[src/rtl/uart_tx_ctrl.sv]
// UART transmit controller: frames one word per request (start, LSB-first data,
// optional parity, 1-2 stop bits) and paces each bit from an external baud counter.
module uart_tx_ctrl #(
    parameter int unsigned BAUD_DIV   = 5208,
    parameter int unsigned DATA_BITS  = 8,
    parameter int unsigned PARITY_EN  = 0,
    parameter int unsigned PARITY_ODD = 0,
    parameter int unsigned STOP_BITS  = 1
) (
    input  logic        clk,
    input  logic        rst_async,
    input  logic        tx_start,
    input  logic [7:0]  tx_data,
    input  logic [19:0] baud_cnt,
    output logic        baud_cnt_rst,
    output logic        baud_cnt_en,
    output logic        tx,
    output logic        busy,
    output logic        done
);

    localparam logic [19:0] BIT_LAST  = 20'(BAUD_DIV - 1);
    localparam logic [2:0]  IDX_LAST  = 3'(DATA_BITS - 1);
    localparam logic [7:0]  DATA_MASK = 8'((1 << DATA_BITS) - 1);
    localparam logic        STOP_LAST = (STOP_BITS == 2);
    localparam logic        ODD       = (PARITY_ODD != 0);

    typedef enum logic [2:0] {
        S_IDLE,
        S_START,
        S_DATA,
        S_PARITY,
        S_STOP
    } state_t;

    state_t      r_state, w_state_nxt;
    logic [7:0]  r_shreg, w_shreg_nxt;
    logic [2:0]  r_idx, w_idx_nxt;
    logic        r_stop, w_stop_nxt;
    logic        r_parity, w_parity_nxt;
    logic        r_tx, w_tx_nxt;
    logic        r_done, w_done_nxt;
    logic        w_bit_end;

    // >= so an overshooting (or decoupled) count still closes the bit.
    assign w_bit_end = (r_state != S_IDLE) && (baud_cnt >= BIT_LAST);

    always_ff @(posedge clk or posedge rst_async) begin
        if (rst_async) begin
            r_state  <= S_IDLE;
            r_shreg  <= '0;
            r_idx    <= '0;
            r_stop   <= 1'b0;
            r_parity <= 1'b0;
            r_tx     <= 1'b1;
            r_done   <= 1'b0;
        end else begin
            r_state  <= w_state_nxt;
            r_shreg  <= w_shreg_nxt;
            r_idx    <= w_idx_nxt;
            r_stop   <= w_stop_nxt;
            r_parity <= w_parity_nxt;
            r_tx     <= w_tx_nxt;
            r_done   <= w_done_nxt;
        end
    end

    always_comb begin
        w_state_nxt  = r_state;
        w_shreg_nxt  = r_shreg;
        w_idx_nxt    = r_idx;
        w_stop_nxt   = r_stop;
        w_parity_nxt = r_parity;
        w_tx_nxt     = r_tx;
        w_done_nxt   = 1'b0;
        case (r_state)
            S_IDLE: begin
                if (tx_start) begin
                    w_state_nxt  = S_START;
                    w_shreg_nxt  = tx_data;
                    w_parity_nxt = (^(tx_data & DATA_MASK)) ^ ODD;
                    w_idx_nxt    = '0;
                    w_stop_nxt   = 1'b0;
                    w_tx_nxt     = 1'b0;
                end
            end
            S_START: begin
                if (w_bit_end) begin
                    w_state_nxt = S_DATA;
                    w_tx_nxt    = r_shreg[0];
                end
            end
            S_DATA: begin
                if (w_bit_end) begin
                    if (r_idx < IDX_LAST) begin
                        w_shreg_nxt = r_shreg >> 1;
                        w_idx_nxt   = r_idx + 3'd1;
                        w_tx_nxt    = r_shreg[1];
                    end else if (PARITY_EN != 0) begin
                        w_state_nxt = S_PARITY;
                        w_tx_nxt    = r_parity;
                    end else begin
                        w_state_nxt = S_STOP;
                        w_stop_nxt  = 1'b0;
                        w_tx_nxt    = 1'b1;
                    end
                end
            end
            S_PARITY: begin
                if (w_bit_end) begin
                    w_state_nxt = S_STOP;
                    w_stop_nxt  = 1'b0;
                    w_tx_nxt    = 1'b1;
                end
            end
            S_STOP: begin
                if (w_bit_end) begin
                    if (r_stop == STOP_LAST) begin
                        w_state_nxt = S_IDLE;
                        w_done_nxt  = 1'b1;
                    end else begin
                        w_stop_nxt = 1'b1;
                    end
                end
            end
            default: begin
                w_state_nxt = S_IDLE;
                w_tx_nxt    = 1'b1;
            end
        endcase
    end

    // Counter is held at 0 while idle and restarted at every bit boundary.
    assign baud_cnt_rst = (r_state == S_IDLE) || w_bit_end;
    assign baud_cnt_en  = (r_state != S_IDLE);
    assign busy         = (r_state != S_IDLE);
    assign tx           = r_tx;
    assign done         = r_done;

endmodule

[config.mk]
export PLATFORM = sky130hd
export DESIGN_NAME = uart_tx_ctrl
export DESIGN_NICKNAME = d
export VERILOG_FILES = /design/src/rtl/uart_tx_ctrl.sv
export SDC_FILE = /design/constraint.sdc
export NUM_CORES = 1
export LEC_CHECK = 0
export ABC_AREA = 1
export ABC_CLOCK_PERIOD_IN_PS = 1800
export BUFFER_PORTS_ARGS = -buffer_cell sky130_fd_sc_hd__buf_2
export CORE_MARGIN = 3
export CORE_UTILIZATION = 45
export DETAILED_ROUTE_END_ITERATION = 10
export PLACE_DENSITY = 0.72
export SLEW_MARGIN = 20
export SYNTH_ARGS = -nofsm -noshare
export SYNTH_HDL_FRONTEND = slang
export SYNTH_SLANG_ARGS = --single-unit
[constraint.sdc]
create_clock -name clk -period 1.8 [get_ports clk]
set_input_delay 0.09 -clock clk [delete_from_list [all_inputs] [get_ports clk]]
set_output_delay 0.09 -clock clk [all_outputs]
set_load 0.03 [all_outputs]
==> results of run 1 <==
==> metal layers <==
layer / wire length (um) / vias up
li1: - / 574
met5: 0 / -
met2: 1076 / 37
met4: 35 / 0
met3: 196 / 5
met1: 1089 / 455
==> cell families after synthesis <==
group / synth area share [%]
simple gates: 47.74
compound gates: 1.737
xor+xnor: 0.8113
buf+inv: 11.36
flops: 37.20
fa+ha+maj: 1.159
==> synthesized netlist by cell type, types with 2 or more instances <==
| cell type | n | area (sq um) |
|---|---|---|
| buf_4 | 3 | 22.52 |
| dfrtp_1 | 15 | 375.4 |
| inv_1 | 18 | 67.56 |
| inv_2 | 2 | 7.510 |
| nand2_1 | 68 | 255.2 |
| nand2_2 | 3 | 18.77 |
| nand3_1 | 17 | 85.08 |
| nand4_1 | 2 | 12.51 |
| nor2_1 | 21 | 78.83 |
==> sequential cells by signal, indices dropped and copies added (netlist names) <==
register and count:
r_shreg 8, r_idx 3, r_state 3, done 1
tx 1
==> cell type report <==
cell class                      instances  share of cell area, %
Multi-Input combinational cell        122                  42.79
Sequential cell                        16                  30.66
Timing Repair Buffer                   37                  14.71
Inverter                               21                  6.399
Clock buffer                            4                  2.770
Tap cell                               28                  2.674
==> how the worst max path moves through the flow <==
stage / from / end / slack (ps) / cells after the start
floorplan: r_state[2]$_DFFE_PP0P_ / r_idx[0]$_DFFE_PP0P_ / 290 / 9
global placement: r_state[1]$_DFFE_PP0P_ / r_shreg[7]$_DFFE_PP0P_ / 230 / 10
detailed placement: r_state[1]$_DFFE_PP0P_ / r_shreg[7]$_DFFE_PP0P_ / 170 / 10
CTS: r_state[1]$_DFFE_PP0P_ / r_shreg[7]$_DFFE_PP0P_ / 150 / 10
global route: r_state[1]$_DFFE_PP0P_ / r_idx[0]$_DFFE_PP0P_ / 50 / 10
finish: r_state[1]$_DFFE_PP0P_ / r_shreg[1]$_DFFE_PP0P_ / 200 / 10
==> critical path, stage by stage (launching register included) <==
cell,delay (ps)
dfrtp_1,440
inv_2,100
nor2_4,50
nand2_4,150
clkinv_4,120
nand4_2,110
nand2_2,60
inv_2,190
nand2_4,130
nand2_1,80
nand2_1,50
==> power groups by stage <==
stage | registers (W) | logic (W) | clock network, W
final | 0.000600 | 0.000941 | 0.000238
after floorplan | 0.000615 | 0.000755 | 0
after CTS | 0.000599 | 0.000926 | 0.000247
after global placement | 0.000607 | 0.000895 | 0
after global routing | 0.000618 | 0.00106 | 0.000261
after detailed placement | 0.000606 | 0.000917 | 0
==> stage by stage <==
| stage | total power [W] | cells | cell area, sq um | util [%] |
|---|---|---|---|---|
| 3_3_place_gp | 0.001503 | 223 | 1259 | 55.83 |
| 5_1_grt | 0.001943 | 228 | 1310 | 58.10 |
| 2_1_floorplan | 0.001370 | 164 | 1080 | - |
| 3_5_place_dp | 0.001523 | 223 | 1259 | 55.83 |
| 6_report | 0.001780 | 228 | 1310 | 58.10 |
| 4_1_cts | 0.001771 | 228 | 1305 | 57.88 |
==> repair_timing <==
action	CTS	global route
hold endpoints to repair	15	0
hold buffers	1	0
endpoints found under the setup margin	0	4
resized for setup	0	1
==> reports/qor.txt, run 1 <==
Status = complete, no violations
Min Clock Period, post-route = 1604 ps
RSZ-0062 raised after global routing = false
Crit. End Element = flip-flop
Net Sw Power = 0.0008470 W
TNS Setup = 0 ps
WHS Path Cells = 3
Die height = 54.99 um
Vias per inst = 4.697
Nets = 233
Max_cap viols = 0
Met3 usage = 1.877%
Vias in the first global route = 932
Worst-Margin Slew = 580.9 ps
PwrDens = 1358 nW/um^2
Die area = 3023 sq um
Sequential fraction of the synthesis area = 37.20%
Post-synth ARST share = 100.0%
R2r endpoint = r_shreg[1]$_DFFE_PP0P_
Met1 usage = 23.51%
Clock skew = 5.374 ps
Seq cells post-synth = 16
Layout cell share with drive strength beyond 1 = 26.00%
Mapped Area = 1080 sq um
Wire length per cell = 10.52 um
GRT Overall Usage = 17.58%
Filler instances = 210
Gate power share = 52.9%
Worst skew pair latency = 290 ps
Internal Power = 0.0009326 W
CTS Sinks = 16
DRC = 0
Storage element area = 401.6 sq um
Clock group share of total power = 13.4%
Top fanout value on the critical path = 14
GR Util met2 = 28.35%
Top FF cell, synth = dfrtp_1
H-tree depth = 1
Crit path launch type = flip-flop
Hold endpoint = r_shreg[7]$_DFFE_PP0P_
Pleak = 0.8163 nW
Most common cell after layout, fill and taps aside = nand2_1
R2r worst-path depth = 10
First-pass iteration count of the detailed router = 4
Starting DRT DRC Count = 24
WP data required = 1980 ps
Final setup vio count = 0
Number of routed nets with antenna violations = 0
Gpl congestion = 0.8313
Core area = 2255 sq um
Initial Util = 47.89%
Synth Instances = 164
CTS Buffer Depth = 2
Register share of total power = 33.7%
Hold Path Class = input port to flip-flop
Area Overhead vs Synth = 21.32%
Fin. max-slew vios = 0
RR Startpoint = r_state[1]$_DFFE_PP0P_
Period utilisation layout = 89.11%
Clock-pin slew on the worst setup and hold paths = 100 ps
DRT Wirelength = 2.398 mm
Setup Buffers After CTS = 0
Post-synth EDFFs = 0
Hold_ws = 75.46 ps
Final count of hold timing violations = 0
Number of buffers created by CTS = 3
Largest net degree at the start of global routing = 17
Commonest cells after routing, fill and taps aside = nand2_1 (68), buf_2 (35), nor2_1 (21)
Synth unique cells = 24
Slew HR = 61.23%
R2R Setup Slk = 200 ps
Synthesized Nets = 196
Clock root cell = clkbuf_4
Mean Syn Cell Area = 6.584 sq um
Critical setup path kind = flip-flop to flip-flop
Post-place setup slack = 167.0 ps
Yosys Warn Count = 0
Final WS setup = 196.0 ps
Antenna cell count = 0
Net Sw Frac = 47.59%
Dpl hpwl = 1.906 mm
I/O Buffers = 35
Grt total ovfl = 0
F_max = 623.5 MHz
Worst path arrival time = 1790 ps
# rows = 17
Hold Startpoint = tx_data[7]
Initial antenna violation count = 0
Layer with the highest usage = met2
TritonCTS clock tree = done
Area of the multi-input gates = 560.5 sq um
Global-route wire length before repair = 3.836 mm
Via count = 1,071
# IOs = 36
Max VDD drop = 795.2 uV
Horiz. Die Dim = 54.99 um
No activity file was read; power rests on OpenSTA's default activity.
==> inputs of run 2 (changes only) <==
--- a/config.mk
+++ b/config.mk
@@ -9,9 +9,9 @@
 export ABC_CLOCK_PERIOD_IN_PS = 1800
 export BUFFER_PORTS_ARGS = -buffer_cell sky130_fd_sc_hd__buf_2
 export CORE_MARGIN = 3
-export CORE_UTILIZATION = 45
+export CORE_UTILIZATION = 39
 export DETAILED_ROUTE_END_ITERATION = 10
-export PLACE_DENSITY = 0.72
+export SETUP_SLACK_MARGIN = 0.02
 export SLEW_MARGIN = 20
 export SYNTH_ARGS = -nofsm -noshare
 export SYNTH_HDL_FRONTEND = slang
==> run 2 against run 1 <==
Utilization fell by 6.5 points. Flip-flop and latch count did not move. Non-clock buffer count did not move. Die area rose by 14%. Register-to-register slack barely moved. Setup slack got worse by 14 ps. Count of clock-buffer cells in the layout did not move. Combinational power fell by 1%. Sequential share of layout area fell by 0.058 points. Critical endpoint is now r_shreg[0]$_DFFE_PP0P_.
==> reports/qor.txt, run 2 (synthesis results as in run 1) <==
CTS Buffer Depth = 2 (unchanged)
Clock group share of total power = 13.7% (+0.3 points)
Number of buffers created by CTS = 3 (unchanged)
Net Sw Power = 0.0008438 W (-0.38%)
Worst skew pair latency = 290 ps (about the same)
DRT Wirelength = 2.413 mm (+0.63%)
Vias per inst = 4.648 (-1.1%)
Initial Util = 42.43% (-5.5 points)
Dpl hpwl = 1.939 mm (+1.7%)
Slowest CP cell = dfrtp_1
RR Startpoint = r_state[1]$_DFFE_PP0P_
Status = complete, no violations
CP Cell Sequence = inv_2, nor2_4, nand2_4, clkinv_4, nand4_2, nand2_2, inv_2, nand2_4, nand2_1, nand2_1
Max_cap viols = 0 (unchanged)
Max reg flops = 8 (unchanged)
Starting DRT DRC Count = 22 (-8.3%)
Fin. max-slew vios = 0 (unchanged)
Register share of total power = 33.8% (about the same)
F_max = 617.9 MHz (-0.89%)
Slew HR = 57.85% (-3.4 points)
Largest net degree at the start of global routing = 17 (unchanged)
Internal Power = 0.0009321 W (about the same)
Gpl congestion = 0.8166 (-1.8%)
Met1 usage = 20.03% (-3.5 points)
RSZ-0062 raised after global routing = false
Most common cell after layout, fill and taps aside = nand2_1
TNS Setup = 0 ps (unchanged)
Final count of hold timing violations = 0 (unchanged)
Gate power share = 52.5% (-0.4 points)
Die area = 3436 sq um (+14%)
Post-route cell area = 1313 sq um (+0.19%)
GR Util met2 = 27.11% (-1.2 points)
Clock skew = 0.6758 ps (-4.699 ps)
Crit. End Element = flip-flop
Antenna cell count = 0 (unchanged)
Grt total ovfl = 0 (unchanged)
Worst path arrival time = 1810 ps (+20 ps)
Pleak = 0.8163 nW (unchanged)
I/O Buffers = 35 (unchanged)
WP data required = 1990 ps (about the same)
Crit path launch type = flip-flop
Period utilisation layout = 89.91% (+0.80 points)
Hold Path Class = input port to flip-flop
Biggest register = r_shreg
Worst-Margin Slew = 631.5 ps (+50.64 ps)
Via count = 1,069 (-0.19%)
# rows = 18 (+1)
Vias in the first global route = 1,038 (+11%)
Horiz. Die Dim = 58.62 um (+6.6%)
Max VDD drop = 777.5 uV (-2.2%)
Nets = 233 (unchanged)
Setup crit start = r_state[1]$_DFFE_PP0P_
Met3 usage = 3.947% (+2.1 points)
Critical setup path kind = flip-flop to flip-flop
Setup Buffers After CTS = 0 (unchanged)
Hold Startpoint = tx_start
Layout cell share with drive strength beyond 1 = 26.00% (unchanged)
CTS Sinks = 16 (unchanged)
GRT Overall Usage = 15.80% (-1.8 points)
Top fanout value on the critical path = 14 (unchanged)
# IOs = 36 (unchanged)
Net Sw Frac = 47.51% (-0.083 points)
Final setup vio count = 0 (unchanged)
Commonest cells after routing, fill and taps aside = nand2_1 (68), buf_2 (35), nor2_1 (21)
Global-route wire length before repair = 4.291 mm (+12%)
Core area = 2545 sq um (+13%)
First-pass iteration count of the detailed router = 4 (unchanged)
DRC = 0 (unchanged)
Area Overhead vs Synth = 21.55%
TritonCTS clock tree = done
Layer with the highest usage = met2
Initial antenna violation count = 0 (unchanged)
Clock root cell = clkbuf_4
Die height = 58.62 um (+6.6%)
Placement Cell Area = 1261 sq um (+0.20%)
PwrDens = 1353 nW/um^2 (-0.39%)
H-tree depth = 1 (unchanged)
CP max stage delay = 460 ps (+20 ps)
Top flop regs = r_shreg x8, r_idx x3, r_state x3
Clock-pin slew on the worst setup and hold paths = 100 ps (about the same)
Min Clock Period, post-route = 1618 ps (+14.42 ps)
Number of routed nets with antenna violations = 0 (unchanged)
Wire length per cell = 10.49 um (-0.25%)
[run 2: cell counts in the layout (fill, tap and decap cells not counted)]
Identical to the previous run, type by type.
[run 2: repair_timing]
item                                    CTS  global route
endpoints found under the setup margin    0            11
hold buffers                              1             0
gates resized for setup                   0             1
endpoints found under the hold margin    15             0
[run 2: critical path: cells and delay by family (launching register included)]
| family | cells | cell delay, ps |
|---|---|---|
| buffers and inverters | 3 | 420 |
| AND/OR/NAND/NOR | 7 | 650 |
| flip-flops | 1 | 460 |
[run 2: through the flow]
| step | power, W | std cells | utilization [%] | setup slack [ps] | hold slack, ps |
|---|---|---|---|---|---|
| after CTS | 0.001777 | 230 | 51.38 | 111.0 | 59.50 |
| final | 0.001776 | 230 | 51.57 | 181.6 | 66.18 |
| after floorplan | 0.001370 | 164 | - | 290.7 | 3.024 |
| after detailed placement | 0.001528 | 225 | 49.56 | 132.0 | 200.2 |
| after global placement | 0.001515 | 225 | 49.56 | 186.5 | 200.9 |
| after global routing | 0.001965 | 230 | 51.57 | 34.60 | 68.30 |
[run 2: metal layers]
metal  up-vias  share of wire, %
met1       475                45
met4         0              0.87
met3         4               3.7
li1        575                 -
met5         -                 0
met2        15                50
[run 2: area by class of cell]
cell class	instances	area [sq um]
inverter	21	83.83
sequential	16	401.6
timing repair buffer	37	192.7
fill	269	1232
tap	30	37.54
multi-input combinational	122	560.5
clock buffer	4	36.28
[run 2: power by group through the flow]
stage	registers, W	logic [W]	clock network [W]
floorplan	0.000615	0.000755	0
global placement	0.000608	0.000907	0
detailed placement	0.000607	0.000921	0
CTS	0.000602	0.000926	0.000250
global route	0.000621	0.00108	0.000266
finish	0.000601	0.000932	0.000243
[run 2: worst paths after layout]
| kind | endpoint | slack [ps] | depth (start not counted) |
|---|---|---|---|
| max | r_shreg[0]$_DFFE_PP0P_ | 180 | 10 |
| min | r_state[0]$_DFFE_PP0P_ | 70 | 3 |
| max reg2reg | r_shreg[0]$_DFFE_PP0P_ | 180 | 10 |
| min reg2reg | tx$_DFFE_PP1P_ | 470 | 2 |
| max in group asynchronous | r_shreg[7]$_DFFE_PP0P_ | 990 | 3 |
| min in group asynchronous | done$_DFF_PP0_ | 410 | 3 |
==> inputs of run 3 (changes only) <==
--- a/config.mk
+++ b/config.mk
@@ -11,6 +11,7 @@
 export CORE_MARGIN = 3
 export CORE_UTILIZATION = 39
 export DETAILED_ROUTE_END_ITERATION = 10
+export HOLD_SLACK_MARGIN = 0.15
 export SETUP_SLACK_MARGIN = 0.02
 export SLEW_MARGIN = 20
 export SYNTH_ARGS = -nofsm -noshare
==> run 3 against run 2 <==
Maximum frequency barely moved. Utilization up 2.4 points. Flip-flop and latch count unchanged. Highest routed layer unchanged. Critical path type unchanged. Combinational power rose by 1%. Critical endpoint unchanged. Largest cell class unchanged.
==> reports/qor.txt, run 3 (synthesis results as in run 1) <==
Final setup vio count = 0 (unchanged)
Inst Count DP = 225 (unchanged)
Non-Filler Instances = 236 (+2.6%)
Pleak = 0.8414 nW (+3.1%)
Grt total ovfl = 0 (unchanged)
Storage element area = 401.6 sq um (unchanged)
Gpl congestion = 0.8166 (unchanged)
Min Clock Period, post-route = 1619 ps (+0.2350 ps)
CTS Sinks = 16 (unchanged)
Core area = 2545 sq um (unchanged)
Clock root cell = clkbuf_4
Worst skew pair latency = 290 ps (about the same)
Worst path arrival time = 1810 ps (about the same)
Die height = 58.62 um (unchanged)
Crit path launch type = flip-flop
Area Overhead vs Synth = 27.12%
CP Cell Sequence = inv_2, nor2_4, nand2_4, clkinv_4, nand4_2, nand2_2, inv_2, nand2_4, nand2_1, nand2_1
Hold Startpoint = tx_data[0]
Horiz. Die Dim = 58.62 um (unchanged)
GRT Overall Usage = 16.12% (+0.32 points)
Layout cell share with drive strength beyond 1 = 25.24% (-0.76 points)
WP data required = 1990 ps (about the same)
Worst-Margin Slew = 636.9 ps (+5.390 ps)
PwrDens = 1301 nW/um^2 (-3.8%)
Final count of hold timing violations = 0 (unchanged)
Fin. max-slew vios = 0 (unchanged)
Max reg flops = 8 (unchanged)
Filler instances = 261 (-3.0%)
Initial antenna violation count = 0 (unchanged)
Crit. End Element = flip-flop
Nets = 239 (+2.6%)
Clock skew = 1.826 ps (+1.150 ps)
Antenna cell count = 0 (unchanged)
Largest net degree at the start of global routing = 17 (unchanged)
Post-place setup slack = 132.0 ps (unchanged)
Final WS setup = 181.4 ps (-0.2350 ps)
Vias per inst = 4.623 (-0.54%)
Biggest register = r_shreg
# rows = 18 (unchanged)
CP max stage delay = 460 ps (about the same)
Global-route wire length before repair = 4.402 mm (+2.6%)
Slew HR = 57.49% (-0.36 points)
DRC = 0 (unchanged)
Period utilisation layout = 89.92% (about the same)
I/O Buffers = 35 (unchanged)
Die area = 3436 sq um (unchanged)
Setup crit start = r_state[1]$_DFFE_PP0P_
R2r worst-path depth = 10 (unchanged)
H-tree depth = 1 (unchanged)
Commonest cells after routing, fill and taps aside = nand2_1 (68), buf_2 (35), nor2_1 (21)
Number of buffers created by CTS = 3 (unchanged)
Area of the multi-input gates = 560.5 sq um (unchanged)
RSZ-0062 raised after global routing = false
Via count = 1,091 (+2.1%)
Slowest CP cell = dfrtp_1
Hold Path Class = input port to flip-flop
DRT Wirelength = 2.428 mm (+0.62%)
Status = complete, no violations
TNS Setup = 0 ps (unchanged)
Vias in the first global route = 1,072 (+3.3%)
Starting DRT DRC Count = 23 (+4.5%)
Wire length per cell = 10.29 um (-1.9%)
Critical setup path kind = flip-flop to flip-flop
Number of routed nets with antenna violations = 0 (unchanged)
First-pass iteration count of the detailed router = 4 (unchanged)
Max_cap viols = 0 (unchanged)
Hold_ws = 157.1 ps (+90.94 ps)
# IOs = 36 (unchanged)
R2r endpoint = r_shreg[0]$_DFFE_PP0P_
TritonCTS clock tree = done
Max VDD drop = 770.7 uV (-0.87%)
Initial Util = 42.43% (unchanged)
CTS Buffer Depth = 2 (unchanged)
Most common cell after layout, fill and taps aside = nand2_1
F_max = 617.8 MHz (about the same)
Dpl hpwl = 1.939 mm (unchanged)
R2R Setup Slk = 180 ps (about the same)
RR Startpoint = r_state[1]$_DFFE_PP0P_
Top flop regs = r_shreg x8, r_idx x3, r_state x3
Critical Path End = r_shreg[0]$_DFFE_PP0P_
Top fanout value on the critical path = 14 (unchanged)
Clock-pin slew on the worst setup and hold paths = 100 ps (about the same)
run 3: cell count changes in the layout (fill, tap and decap cells not counted):
cell,change
dlygate4sd3_1,+6
run 3: worst max-delay path: cells and delay by family (launching register included):
| family | cells | cell delay, ps |
|---|---|---|
| buf+inv | 3 | 420 |
| flops | 1 | 460 |
| simple gates | 7 | 650 |
run 3: how the worst min path moves through the flow:
stage                             endpoint  slack [ps]  cells after the start
floorplan                   done$_DFF_PP0_           3                      1
global placement            done$_DFF_PP0_         200                      2
detailed placement          done$_DFF_PP0_         200                      2
CTS                 r_shreg[3]$_DFFE_PP0P_         150                      5
global route        r_shreg[0]$_DFFE_PP0P_         180                      5
finish              r_shreg[0]$_DFFE_PP0P_         160                      5
run 3: metrics by stage:
step	instance area (sq um)	util (%)	power, W
after floorplan	1080	-	0.001370
after global placement	1261	49.56	0.001515
after detailed placement	1261	49.56	0.001528
after CTS	1368	53.74	0.001787
after global routing	1373	53.93	0.001975
final	1373	53.93	0.001786
run 3: where the power goes:
| part | switching (W) | total, W | internal (W) |
|---|---|---|---|
| clock | 0.000119 | 0.000242 | 0.000123 |
| sequential | 0.0000958 | 0.000601 | 0.000506 |
| combinational | 0.000631 | 0.000943 | 0.000312 |
| total | 0.000845 | 0.00179 | 0.000941 |
run 3: per-layer routing:
| metal | global-route usage (%) | vias to the layer above | share of wire [%] | wire (um) |
|---|---|---|---|---|
| met4 | 3.560 | 0 | 0.86 | 21 |
| met3 | 3.947 | 4 | 3.6 | 87 |
| li1 | - | 587 | - | - |
| met2 | 27.91 | 19 | 50 | 1202 |
| met1 | 20.30 | 481 | 46 | 1116 |
| met5 | 0 | - | 0 | 0 |
run 3: layout make-up:
| class | instances | area share, % |
|---|---|---|
| Multi-Input combinational cell | 122 | 40.84 |
| Sequential cell | 16 | 29.26 |
| Timing Repair Buffer | 43 | 18.41 |
| Inverter | 21 | 6.108 |
| Tap cell | 30 | 2.735 |
| Clock buffer | 4 | 2.644 |
run 3: repair_timing:
action	4_1_cts	5_1_grt
resized for setup	0	1
hold buffers	7	0
hold endpoints to repair	21	0
setup endpoints to repair	0	11
buffers inserted	0	0
